**src/rtl/ysyx_22040088_idu_pipe_if.sv**
```systemverilog
// IFU-side and EXU-side handshake bundle of the decode stage.
// slave = decode stage, master = IFU/EXU side driving it.
interface ysyx_22040088_idu_pipe_if #(
  parameter int XLEN     = 64,
  parameter int RW       = 5,
  parameter int ALU_OP_W = 12
);
  logic                in_valid;
  logic                in_ready;
  logic [XLEN-1:0]     in_pc;
  logic [31:0]         in_inst;
  logic                out_valid;
  logic                out_ready;
  logic [XLEN-1:0]     out_pc;
  logic [ALU_OP_W-1:0] out_alu_op;
  logic [XLEN-1:0]     out_src1;
  logic [XLEN-1:0]     out_src2;
  logic [RW-1:0]       out_rd;
  logic                out_rf_we;
  logic                out_illegal;
  logic                redir_valid;
  logic [XLEN-1:0]     redir_pc;

  modport master (
    output in_valid, in_pc, in_inst, out_ready,
    input  in_ready, out_valid, out_pc, out_alu_op,
    input  out_src1, out_src2, out_rd, out_rf_we,
    input  out_illegal, redir_valid, redir_pc
  );

  modport slave (
    input  in_valid, in_pc, in_inst, out_ready,
    output in_ready, out_valid, out_pc, out_alu_op,
    output out_src1, out_src2, out_rd, out_rf_we,
    output out_illegal, redir_valid, redir_pc
  );
endinterface

```
**src/rtl/ysyx_22040088_idu_pipe.sv**
```systemverilog
// RV64 decode stage: operand fetch, scoreboard stalls, JAL/JALR redirect.
// Define IDU_WB_BYPASS_EN to forward same-cycle writeback data.
module ysyx_22040088_idu_pipe #(
  parameter int XLEN     = 64,
  parameter int NREG     = 32,
  parameter int SB_W     = 2,
  parameter int ALU_OP_W = 12,
  parameter int RW       = $clog2(NREG)
) (
  input  logic            clk,
  input  logic            rst,
  ysyx_22040088_idu_pipe_if.slave io,
  output logic [RW-1:0]   rf_raddr1,
  output logic [RW-1:0]   rf_raddr2,
  input  logic [XLEN-1:0] rf_rdata1,
  input  logic [XLEN-1:0] rf_rdata2,
  input  logic            wb_valid,
  input  logic [RW-1:0]   wb_rd,
  input  logic [XLEN-1:0] wb_data,
  input  logic            flush
);

  logic [31:0]     inst;
  logic [XLEN-1:0] pc;
  logic [RW-1:0]   rs1, rs2, rd;
  logic [XLEN-1:0] imm_i, imm_u, imm_j;

  assign inst = io.in_inst;
  assign pc   = io.in_pc;
  assign rs1  = inst[15 +: RW];
  assign rs2  = inst[20 +: RW];
  assign rd   = inst[7 +: RW];

  assign rf_raddr1 = rs1;
  assign rf_raddr2 = rs2;

  assign imm_i = {{(XLEN-12){inst[31]}}, inst[31:20]};
  assign imm_u = {{(XLEN-32){inst[31]}}, inst[31:12], 12'b0};
  assign imm_j = {{(XLEN-20){inst[31]}}, inst[19:12],
                  inst[20], inst[30:21], 1'b0};

  logic [6:0] opc, f7;
  logic [2:0] f3;
  logic is_lui, is_auipc, is_addi, is_add, is_jal, is_jalr;
  logic legal, use1, use2, dec_we, is_jump;

  assign opc = inst[6:0];
  assign f3  = inst[14:12];
  assign f7  = inst[31:25];

  always_comb begin
    is_lui   = 1'b0;
    is_auipc = 1'b0;
    is_addi  = 1'b0;
    is_add   = 1'b0;
    is_jal   = 1'b0;
    is_jalr  = 1'b0;
    unique case (1'b1)
      opc == 7'b0110111: is_lui   = 1'b1;
      opc == 7'b0010111: is_auipc = 1'b1;
      opc == 7'b0010011: is_addi  = f3 == 3'b000;
      opc == 7'b0110011: is_add   = f3 == 3'b000 && f7 == 7'b0;
      opc == 7'b1101111: is_jal   = 1'b1;
      opc == 7'b1100111: is_jalr  = f3 == 3'b000;
      default: ;
    endcase
  end

  assign legal   = is_lui | is_auipc | is_addi | is_add | is_jal | is_jalr;
  assign use1    = is_addi | is_add | is_jalr;
  assign use2    = is_add;
  assign dec_we  = legal && rd != '0;
  assign is_jump = is_jal | is_jalr;

  logic [NREG-1:0][SB_W-1:0] cnt, cnt_nxt;
  logic            ok1, ok2;
  logic [XLEN-1:0] v1, v2;

`ifdef IDU_WB_BYPASS_EN
  logic hit1, hit2;
  assign hit1 = wb_valid && wb_rd == rs1 && rs1 != '0;
  assign hit2 = wb_valid && wb_rd == rs2 && rs2 != '0;
  assign ok1  = hit1 && cnt[rs1] == SB_W'(1);
  assign ok2  = hit2 && cnt[rs2] == SB_W'(1);
  assign v1   = hit1 ? wb_data : rf_rdata1;
  assign v2   = hit2 ? wb_data : rf_rdata2;
`else
  logic unused_wb_data;
  assign unused_wb_data = ^wb_data;
  assign ok1 = 1'b0;
  assign ok2 = 1'b0;
  assign v1  = rf_rdata1;
  assign v2  = rf_rdata2;
`endif

  logic haz, fire;

  assign haz = (use1 && rs1 != '0 && cnt[rs1] != '0 && !ok1)
            || (use2 && rs2 != '0 && cnt[rs2] != '0 && !ok2)
            || (dec_we && cnt[rd] == {SB_W{1'b1}});

  // a live redirect means this cycle's IFU beat is wrong-path
  assign io.in_ready = !flush && !haz && !io.redir_valid
                    && (!io.out_valid || io.out_ready);
  assign fire = io.in_valid && io.in_ready;

  logic [XLEN-1:0] src1, src2, tgt, jalr_sum;

  assign jalr_sum = v1 + imm_i;

  always_comb begin
    src1 = '0;
    src2 = '0;
    tgt  = '0;
    unique case (1'b1)
      is_lui: src2 = imm_u;
      is_auipc: begin
        src1 = pc;
        src2 = imm_u;
      end
      is_addi: begin
        src1 = v1;
        src2 = imm_i;
      end
      is_add: begin
        src1 = v1;
        src2 = v2;
      end
      is_jal: begin
        src1 = pc;
        src2 = XLEN'(4);
        tgt  = pc + imm_j;
      end
      is_jalr: begin
        src1 = pc;
        src2 = XLEN'(4);
        tgt  = {jalr_sum[XLEN-1:1], 1'b0};
      end
      default: ;
    endcase
  end

  logic underflow;

  // flush rollback and writeback both retire; clamp at zero
  always_comb begin
    cnt_nxt   = cnt;
    underflow = 1'b0;
    for (int r = 1; r < NREG; r++) begin
      logic [SB_W:0] up;
      logic [1:0]    dn;
      up = {1'b0, cnt[r]}
         + (SB_W+1)'(fire && dec_we && rd == RW'(r));
      dn = 2'(wb_valid && wb_rd == RW'(r))
         + 2'(flush && io.out_valid && io.out_rf_we
              && io.out_rd == RW'(r));
      if (up >= (SB_W+1)'(dn)) begin
        cnt_nxt[r] = SB_W'(up - (SB_W+1)'(dn));
      end else begin
        cnt_nxt[r] = '0;
        underflow  = 1'b1;
      end
    end
  end

  always_ff @(posedge clk or negedge rst) begin
    if (!rst) begin
      cnt            <= '0;
      io.out_valid   <= 1'b0;
      io.out_pc      <= '0;
      io.out_alu_op  <= '0;
      io.out_src1    <= '0;
      io.out_src2    <= '0;
      io.out_rd      <= '0;
      io.out_rf_we   <= 1'b0;
      io.out_illegal <= 1'b0;
      io.redir_valid <= 1'b0;
      io.redir_pc    <= '0;
    end else begin
      cnt            <= cnt_nxt;
      io.redir_valid <= 1'b0;
      if (flush) begin
        io.out_valid <= 1'b0;
      end else if (fire) begin
        io.out_valid   <= 1'b1;
        io.out_pc      <= pc;
        io.out_alu_op  <= legal ? ALU_OP_W'(1) : '0;
        io.out_src1    <= src1;
        io.out_src2    <= src2;
        io.out_rd      <= rd;
        io.out_rf_we   <= dec_we;
        io.out_illegal <= !legal;
        io.redir_valid <= is_jump;
        if (is_jump) io.redir_pc <= tgt;
      end else if (io.out_ready) begin
        io.out_valid <= 1'b0;
      end
    end
  end

  a_no_underflow: assert property (
    @(posedge clk) disable iff (!rst) !underflow
  );

endmodule
```
**src/flat_wrapper.sv**
```systemverilog
// flat-port wrapper written by rule: the top's interface ports become plain ports
module ysyx_22040088_idu_pipe_flat 
#(
  parameter int XLEN     = 64,
  parameter int NREG     = 32,
  parameter int SB_W     = 2,
  parameter int ALU_OP_W = 12,
  parameter int RW       = $clog2(NREG)
)
  (clk, rst, rf_raddr1, rf_raddr2, rf_rdata1, rf_rdata2, wb_valid, wb_rd, wb_data, flush, io_in_valid, io_in_pc, io_in_inst, io_out_ready, io_in_ready, io_out_valid, io_out_pc, io_out_alu_op, io_out_src1, io_out_src2, io_out_rd, io_out_rf_we, io_out_illegal, io_redir_valid, io_redir_pc);
  ysyx_22040088_idu_pipe_if #(.XLEN(XLEN), .RW(RW), .ALU_OP_W(ALU_OP_W)) io_i ();
  input  logic clk;
  input  logic rst;
  output logic [RW-1:0] rf_raddr1;
  output logic [RW-1:0] rf_raddr2;
  input  logic [XLEN-1:0] rf_rdata1;
  input  logic [XLEN-1:0] rf_rdata2;
  input  logic wb_valid;
  input  logic [RW-1:0] wb_rd;
  input  logic [XLEN-1:0] wb_data;
  input  logic flush;
  input wire logic [$bits(io_i.in_valid)-1:0] io_in_valid;
  input wire logic [$bits(io_i.in_pc)-1:0] io_in_pc;
  input wire logic [$bits(io_i.in_inst)-1:0] io_in_inst;
  input wire logic [$bits(io_i.out_ready)-1:0] io_out_ready;
  output wire logic [$bits(io_i.in_ready)-1:0] io_in_ready;
  output wire logic [$bits(io_i.out_valid)-1:0] io_out_valid;
  output wire logic [$bits(io_i.out_pc)-1:0] io_out_pc;
  output wire logic [$bits(io_i.out_alu_op)-1:0] io_out_alu_op;
  output wire logic [$bits(io_i.out_src1)-1:0] io_out_src1;
  output wire logic [$bits(io_i.out_src2)-1:0] io_out_src2;
  output wire logic [$bits(io_i.out_rd)-1:0] io_out_rd;
  output wire logic [$bits(io_i.out_rf_we)-1:0] io_out_rf_we;
  output wire logic [$bits(io_i.out_illegal)-1:0] io_out_illegal;
  output wire logic [$bits(io_i.redir_valid)-1:0] io_redir_valid;
  output wire logic [$bits(io_i.redir_pc)-1:0] io_redir_pc;
  assign io_i.in_valid = io_in_valid;
  assign io_i.in_pc = io_in_pc;
  assign io_i.in_inst = io_in_inst;
  assign io_i.out_ready = io_out_ready;
  assign io_in_ready = io_i.in_ready;
  assign io_out_valid = io_i.out_valid;
  assign io_out_pc = io_i.out_pc;
  assign io_out_alu_op = io_i.out_alu_op;
  assign io_out_src1 = io_i.out_src1;
  assign io_out_src2 = io_i.out_src2;
  assign io_out_rd = io_i.out_rd;
  assign io_out_rf_we = io_i.out_rf_we;
  assign io_out_illegal = io_i.out_illegal;
  assign io_redir_valid = io_i.redir_valid;
  assign io_redir_pc = io_i.redir_pc;
  ysyx_22040088_idu_pipe #(.XLEN(XLEN), .NREG(NREG), .SB_W(SB_W), .ALU_OP_W(ALU_OP_W), .RW(RW)) u_core (.clk(clk), .rst(rst), .io(io_i), .rf_raddr1(rf_raddr1), .rf_raddr2(rf_raddr2), .rf_rdata1(rf_rdata1), .rf_rdata2(rf_rdata2), .wb_valid(wb_valid), .wb_rd(wb_rd), .wb_data(wb_data), .flush(flush));
endmodule
```
**config.mk**
```make
export PLATFORM = sky130hd
export DESIGN_NAME = ysyx_22040088_idu_pipe_flat
export DESIGN_NICKNAME = d
export VERILOG_FILES = /design/src/rtl/ysyx_22040088_idu_pipe_if.sv /design/src/rtl/ysyx_22040088_idu_pipe.sv /design/src/flat_wrapper.sv
export SDC_FILE = /design/constraint.sdc
export NUM_CORES = 1
export LEC_CHECK = 0
export CAP_MARGIN = 20
export CORE_MARGIN = 4
export CORE_UTILIZATION = 45
export DETAILED_ROUTE_END_ITERATION = 16
export DONT_BUFFER_PORTS = 1
export HOLD_SLACK_MARGIN = 0.12
export PLACE_DENSITY = 0.62
export SYNTH_ARGS = -nofsm -noshare
export SYNTH_HDL_FRONTEND = slang
export SYNTH_SLANG_ARGS = --single-unit
```
**constraint.sdc**
```tcl
create_clock -name clk -period 4.85 [get_ports clk]
set_input_delay 1.2125 -clock clk [delete_from_list [all_inputs] [get_ports clk]]
set_output_delay 1.2125 -clock clk [all_outputs]
set_load 0.005 [all_outputs]
```
After elaboration in Yosys (flattened, before gate mapping). Index checks and enable logic that the tools add are counted.

Bits of input ports: 299. Bits in latches: 0. Memory bits (read-only): 0. Output and inout port bits: 288. Flip-flop bits (word level): 339. Memories kept: 0. Memory bits (writable): 0. Word-level logic and storage cells: 460.

Divide/modulo/power cells: 0. $mul: 0. $lt $le $gt $ge: 34. Add/sub/neg operators: 95. Reductions and logical operators: 129. Equality and inequality tests: 100. Muxes and demuxes: 52. Bitwise operators: 9. Shift-type cells: 0.

Operators by type and width (number): $pmux 64 s2 (2); $pmux 64 s4 (1); $eq 5x5->1 const B (48); $add 64x64->64 (2); $eq 5x4->1 const B (24); $logic_and 1x1->1 (107); $add 2x1->3 (31); $ge 3x2->1 (31); $mux 2 (34); $add 1x1->2 (31); $sub 2x2->2 (31); $eq 5x3->1 const B (12); $bmux 2 s5 (3); $eq 5x2->1 const B (6); $lt 5x6->1 const B (3); $eq 5x1->1 const B (3); $reduce_bool 5->1 (3); $eq 7x5->1 const B (2); $eq 7x6->1 const B (2); $eq 7x7->1 const B (2); $mux 1 (12); $or 1x1->1 (8); $logic_not 7->1 (1); $reduce_or 2->1 (3); 10 further kinds (17).

Longest topological paths before layout. Gate-level depths: netlist of the first run.

Depth after elaboration: 20. Mapped depth: 21. Gate-level depth less buffers: 17.

Worst setup path before layout of the first run. OpenSTA, ideal clock, no wires.

Kind: in2reg. From: input port io_in_inst[20]. To: register u_core.cnt[59] in the netlist's numbering. Setup slack: 0.194 ns. Library setup time: 0.127 ns. Path buffers: 2. Data arrival time: 4.529 ns. Stages on the path: 17. Required time: 4.723 ns. Cells stage by stage: buf_2 -> inv_1 -> mux4_2 -> mux4_2 -> mux2i_1 -> nand2_1 -> and4b_2 -> nand2_4 -> buf_6 -> nor3b_2 -> and3b_1 -> and3_1 -> ha_1 -> fa_1 -> nor2_1 -> nand2_1 -> o21ai_0.

RTL lines: start, declared (line flat_wrapper.sv:24) `input wire logic [$bits(io_i.in_inst)-1:0] io_in_inst;`; end signal, assigned (line ysyx_22040088_idu_pipe.sv:180) `cnt <= cnt_nxt;`; end, declared (line ysyx_22040088_idu_pipe.sv:75) `logic [NREG-1:0][SB_W-1:0] cnt, cnt_nxt;`.

Worst setup path in the final report of the first run.
From: input port io_in_inst[31]. To: register u_core.io.redir_pc[44].

Word-level cells in the longest chain between the ends: 15. Elaborated cells between the ends (all ways): 25. Those cells by class: 2 x add/sub; 2 x mux; 5 x bitwise; 16 x reduce/logical.

RTL lines: branches (longest 15 deep; another with $add 64x64->64); end signal, assigned (line ysyx_22040088_idu_pipe.sv:194) `if (is_jump) io.redir_pc <= tgt;`; end, declared (line ysyx_22040088_idu_pipe_if.sv:35) `output out_illegal, redir_valid, redir_pc`.

Parallel ways; which one is timed is not known. A chain may end at the register's enable or synchronous reset.

==> results of run 1 <==
[worst max-delay path by stage]
| stage | from | to | slack, ns | depth (start not counted) |
|---|---|---|---|---|
| floorplan | io_in_inst[20] | u_core.cnt[59]$_DFF_PN0_ | 0.19 | 17 |
| global placement | io_in_inst[31] | u_core.io.redir_pc[44]$_DFFE_PN0P_ | 0.08 | 13 |
| detailed placement | io_in_inst[7] | u_core.cnt[63]$_DFF_PN0_ | 0.01 | 15 |
| CTS | io_in_inst[7] | io_in_ready | 0.55 | 7 |
| global route | io_in_inst[31] | u_core.io.redir_pc[44]$_DFFE_PN0P_ | 0.27 | 13 |
| finish | io_in_inst[31] | u_core.io.redir_pc[44]$_DFFE_PN0P_ | 0.42 | 13 |
[where the power goes]
part           switching [W]  internal (W)  leakage (nW)
combinational        0.00104      0.000821          6.83
clock                0.00128       0.00185         0.647
sequential          0.000203       0.00296          4.39
total                0.00252       0.00563          11.9
[metrics by stage]
stage          cells  instance area, µm²  hold WS, ns  setup slack (ns)  util [%]
6_report        3638               27200        0.360             0.423      49.1
5_1_grt         3638               27200        0.328             0.268      49.1
4_1_cts         3637               27200        0.325             0.549      49.1
3_5_place_dp    3566               25800        0.503            0.0140      46.7
3_3_place_gp    3566               25800        0.494            0.0846      46.7
2_1_floorplan   2944               25200        0.473             0.194         -
[cell usage in the layout, fill, tap and decap left out, types with 12 or more instances in the layout]
cell,synthesis,layout
mux2_2,43,43
o21bai_1,13,13
and2_1,19,18
and3_1,14,14
nor2_1,280,279
o21a_1,12,12
nand4_1,42,42
o21ai_0,298,298
xor2_1,46,46
nor2b_1,23,23
buf_4,22,46
mux4_2,26,26
a21oi_1,238,237
nand2b_1,23,23
nand2_1,363,363
a211oi_1,15,15
fa_1,33,33
a22oi_1,119,119
ha_1,248,248
clkbuf_16,0,40
a21o_1,62,62
mux2_1,30,30
a221oi_1,31,31
a31oi_1,14,14
xnor2_1,68,68
o211ai_1,15,15
dfrtp_1,328,328
nor3_1,34,33
inv_1,128,128
nand3_1,59,59
or3_1,14,14
[state kept, by name (all words and copies together) (netlist names)]
register               count
u_core.io.redir_pc        64
u_core.io.out_illegal      1
u_core.io.out_src1        64
u_core.io.out_alu_op       1
u_core.io.out_pc          64
u_core.io.out_rf_we        1
u_core.io.redir_valid      1
u_core.io.out_rd           5
u_core.io.out_valid        1
u_core.cnt                62
u_core.io.out_src2        64
[critical path, stage by stage]
cell,delay (ns)
ha_1,0.45
nand4_1,0.22
nor3_1,0.49
and4b_1,0.25
o21ai_0,0.19
nor3b_1,0.21
buf_4,0.14
and3_1,0.18
o31ai_1,0.44
o221ai_1,0.28
xnor2_1,0.20
a221oi_1,0.44
nor2_1,0.08
[metal layers]
layer  vias to the layer above  global-route usage [%]
met5                         -                       0
met1                     10900                    36.5
met3                       156                    7.11
li1                      10300                       -
met2                       886                    49.4
met4                         0                    7.92
[layout make-up]
cell class,count,area (µm²)
fillers,5320,28100
multi-input cells,2313,15800
flip-flops and latches,328,8210
clock buffers,49,1070
well taps,748,936
inverters,129,484
repair buffers,48,385
clock inverters,22,277
diodes,1,2.50
[cell families (layout without fill, tap and decap cells)]
group | count (synthesis) | in the layout | share of synthesized area [%]
flip-flops | 328 | 328 | 32.6
AO/OA/AOI/OAI | 884 | 884 | 21.3
buffers and inverters | 303 | 248 | 5.16
XOR/XNOR | 114 | 114 | 3.96
AND/OR/NAND/NOR | 922 | 922 | 16.4
multiplexers | 101 | 101 | 5.66
adder cells (fa/ha/maj) | 281 | 281 | 14.9
other | 1 | 12 | 0.0149
==> impl_metrics.ini, run 1 <==
[sta]
setup_violations = 0
clock-skew-final_ns = 0.0258
relSlewSlack_pct = -7.44
period_share_pct = 91.3
setup_tns_ns = 0
fin_crit_ns = 4.43
grt_setup_unrepaired = false
max_freq_mhz = 226
drv_slew = 77
tightest_slew_ns = 1.61
final_hold_viol_count = 0

[logic_synthesis]
synth_most_common_cell = nand2_1
yosysWarnings = 0
synthCells = 2934
synth_area_um2 = 25200
ys_seq_area_share_pct = 32.6
syn_avg_cell_area_um2 = 8.59
synth-seq-cells = 328
netlist.area_leader.share_pct = 32.6
synth_area_leader_cell = dfrtp_1
netlist_top_cells_area = dfrtp_1 (33%), ha_1 (12%), o21ai_0 (5.9%), nand2_1 (5.4%), a21oi_1 (4.7%)
ys_types = 83
async_reset_ff_share_pct = 100
synth_commonest_cells = nand2_1 (363), dfrtp_1 (328), o21ai_0 (298)
synth-edff-count = 0
ys.flop_type = dfrtp_1

[floorplanning]
std_cell_rows = 86
die-area_um2 = 59900
die_w_um = 245
initial_core_util_pct = 45.6
io_pins = 587
die_h_um = 245
core_area_um2 = 55300

[power]
power.density_nw_per_um2 = 300
power_w = 0.00815
power.leakage_nw = 11.9
ir_drop_mv = 0.249

[global_route]
grt_antenna_before_repair = 3
grt_max_degree = 329
grt_use_total_pct = 28.9
grt_pass1_vias = 22400
overflow = 0
grt_pass1_wl_um = 135000

[clock_tree]
clkTransAtPathRegs_ns = 0.06
cts_resized = 0
clock_latency_ns = 0.58
ctsHoldBuffers = 0
clockRootBuffer = clkbuf_16
clkSinkCount = 328
post_cts_buffers = 0
cts_tree = done
htree_levels = 2
cts.path.max_buffers = 3
cts_inserted_buffers = 39

[route]
antenna_left = 0
dr_wl_met2_um = 43200
vias = 22300
detail_route.first_pass.iterations = 7
wl_per_cell_um = 24.7
viasPerCell = 6.12
top_layer_used = met4
drt_wl_total_um = 89900
drc = 0
drt-initial-drc-count = 1486
dr_wl_met3_um = 7120
drt-met1-wl_um = 36800

[worst_setup_path]
cp_max_fo = 100
worstReg2RegStart = u_core.cnt[31]$_DFF_PN0_
critPathLaunchType = primary input
cp.arrival_ns = 4.87
endpoint_kind = flop
cp.required_ns = 5.29
r2r_cells = 15
r2r-end = u_core.cnt[63]$_DFF_PN0_
r2r_slack_ns = 0.78
setup.worst_path.class = in -> reg

[placement]
place_hpwl_um = 69700
port_buffers = 0
gp_congestion = 0.930

[finish]
area_growth_pct = 7.75
layout-drive-gt1-share_pct = 7.27
finalNetCount = 3439

[run]
drv_cap = 0

[outcome]
violations = max-slew violations
status = complete, but fails checks

[hold_path]
hold_path.class = in -> async
No activity file was read; power rests on OpenSTA's default activity.
==> inputs of run 2 (changes only) <==
--- a/config.mk
+++ b/config.mk
@@ -5,8 +5,7 @@
 export SDC_FILE = /design/constraint.sdc
 export NUM_CORES = 1
 export LEC_CHECK = 0
-export CAP_MARGIN = 20
-export CORE_MARGIN = 4
+export CAP_MARGIN = 5
 export CORE_UTILIZATION = 45
 export DETAILED_ROUTE_END_ITERATION = 16
 export DONT_BUFFER_PORTS = 1
==> run 2 against run 1 <==
Worst setup slack gained 0.068 ns. Sequential share of layout area shrank 0.21 points. First-iteration DRC count grew 16%. Via count grew 0.16%. The flow still finishes with violations (max-slew violations). Combinational power grew 2%. Total power grew 0.75%. Final cell count grew 0.66%. Wire length shrank 0.33%. Register-to-register slack lost 0.02 ns.
==> impl_metrics.ini, run 2 (synthesized netlist as in run 1, its figures left out) <==
[global_route]
top_usage_layer = met2
grt_pass1_vias = 22400
grt_max_degree = 329
overflow = 0
use_met2_pct = 50.8
grt_use_total_pct = 30.8
grt_pass1_wl_um = 134000
grt_use_met3_pct = 7.16
use_met1_pct = 39.1
grt_antenna_before_repair = 1

[power]
ir_drop_mv = 0.226
power.leakage_nw = 12.0
power_w = 0.00821
power.density_nw_per_um2 = 300

[clock_tree]
clkSinkCount = 328
clockRootBuffer = clkbuf_16
clkTransAtPathRegs_ns = 0.06
ctsHoldBuffers = 0
cts_tree = done
cts_inserted_buffers = 40
cts.path.max_buffers = 3
clock_latency_ns = 0.59
htree_levels = 2
post_cts_buffers = 0
cts_resized = 0

[sta]
fin_crit_ns = 4.36
clock-skew-final_ns = 0.0195
relSlewSlack_pct = -43.9
grt_setup_unrepaired = false
tightest_slew_ns = 2.16
max_freq_mhz = 229
setup_tns_ns = 0
period_share_pct = 89.9
drv_slew = 186
setup_violations = 0
final_hold_viol_count = 0

[placement]
gp_congestion = 0.936
port_buffers = 0
place_hpwl_um = 69100

[floorplanning]
io_pins = 587
die-area_um2 = 57000
die_w_um = 239
die_h_um = 239
core_area_um2 = 55200
initial_core_util_pct = 45.7
std_cell_rows = 86

[worst_setup_path]
path_cells = inv_1 > mux4_2 > mux4_2 > mux2i_1 > nand2_1 > and4b_2 > buf_4
crit_path_frequent_cell = mux4_2
slowest_delay_ns = 0.54
worst_path_max_delay_cell = mux4_2
critPathBufInv = 2
cp.arrival_ns = 3.15
cp_top_family = multiplexers
critPathLaunchType = primary input
cp_max_fo = 12
endpoint_kind = primary output
cp.required_ns = 3.64
setup.worst_path.class = in -> out

[route]
drt-initial-drc-count = 1723
viasPerCell = 6.09
detail_route.first_pass.iterations = 5
drc = 0
antenna_left = 0
drt_wl_total_um = 89600
vias = 22300
wl_per_cell_um = 24.5

[finish]
multi_input_area_um2 = 15800
fillerInstances = 5224
seqCellArea_um2 = 8210
finalNetCount = 3461
area_growth_pct = 8.51
final_cell_mix = nand2_1 (363), dfrtp_1 (328), o21ai_0 (298), nor2_1 (279), ha_1 (248)
layout-drive-gt1-share_pct = 8.03
layout_commonest_cell = nand2_1

[outcome]
violations = max-slew violations
status = complete, but fails checks

[hold_path]
hold_path.class = in -> async

[run]
drv_cap = 0
## run 2: changes by cell type in the layout (fill, tap and decap cells not counted)
cell | before | now
buf_12 | 2 | 4
buf_4 | 46 | 65
bufinv_16 | 5 | 4
clkinv_2 | 6 | 8
clkinv_4 | 2 | 1
inv_16 | 0 | 1
inv_6 | 2 | 4
## run 2: layout make-up
type                            count  area share, %
Multi-Input combinational cell   2313           57.7
Antenna cell                        1        0.00915
Clock inverter                     25           1.04
Timing Repair Buffer               69           2.08
Tap cell                          748           3.42
Sequential cell                   328           30.0
Inverter                          129           1.77
Clock buffer                       49           3.93
## run 2: routing by layer
layer | vias up | part of all wire [%]
met4 | 0 | 3.7
met2 | 888 | 47
li1 | 10400 | -
met1 | 10900 | 41
met5 | - | 0
met3 | 161 | 8.2
## run 2: worst paths after layout
| kind | depth (start not counted) | end | from | slack [ns] |
|---|---|---|---|---|
| worst max-delay path | 7 | io_in_ready | io_in_inst[20] | 0.49 |
| worst min-delay path | 0 | u_core.io.out_pc[26]$_DFFE_PN0P_ | rst | 0.34 |
| worst max register to register | 14 | u_core.cnt[62]$_DFF_PN0_ | u_core.cnt[31]$_DFF_PN0_ | 0.76 |
| worst min register to register | 2 | u_core.io.out_src1[38]$_DFFE_PN0P_ | u_core.io.out_src1[38]$_DFFE_PN0P_ | 0.50 |
| max in group asynchronous | 0 | u_core.io.out_pc[35]$_DFFE_PN0P_ | rst | 2.81 |
| min in group clk | 2 | u_core.io.out_src1[38]$_DFFE_PN0P_ | u_core.io.out_src1[38]$_DFFE_PN0P_ | 0.50 |
## run 2: where the power goes
group          switching [W]  internal [W]  total, W  leakage [nW]
clock                0.00133       0.00182   0.00315         0.655
combinational        0.00106      0.000843   0.00190          6.94
sequential          0.000202       0.00296   0.00316          4.39
## run 2: through the flow
| stage | cell area [µm²] | utilization [%] | hold WS, ns | cells | setup slack, ns |
|---|---|---|---|---|---|
| after floorplan | 25200 | - | 0.473 | 2944 | 0.194 |
| after global placement | 26000 | 47.1 | 0.488 | 3587 | -0.0101 |
| after detailed placement | 26000 | 47.1 | 0.496 | 3587 | -0.0420 |
| after CTS | 27400 | 49.6 | 0.304 | 3661 | 0.492 |
| after global routing | 27400 | 49.6 | 0.294 | 3661 | 0.407 |
| final | 27400 | 49.6 | 0.337 | 3662 | 0.491 |
## run 2: worst reg2reg max path, delay by kind of cell (launching register included)
family,cells,cell delay (ns)
and+or+nand+nor,7,1.39
muxes,2,1.00
adders and majority gates,2,0.69
AOI/OAI and AO/OA,3,0.46
DFF,1,0.45
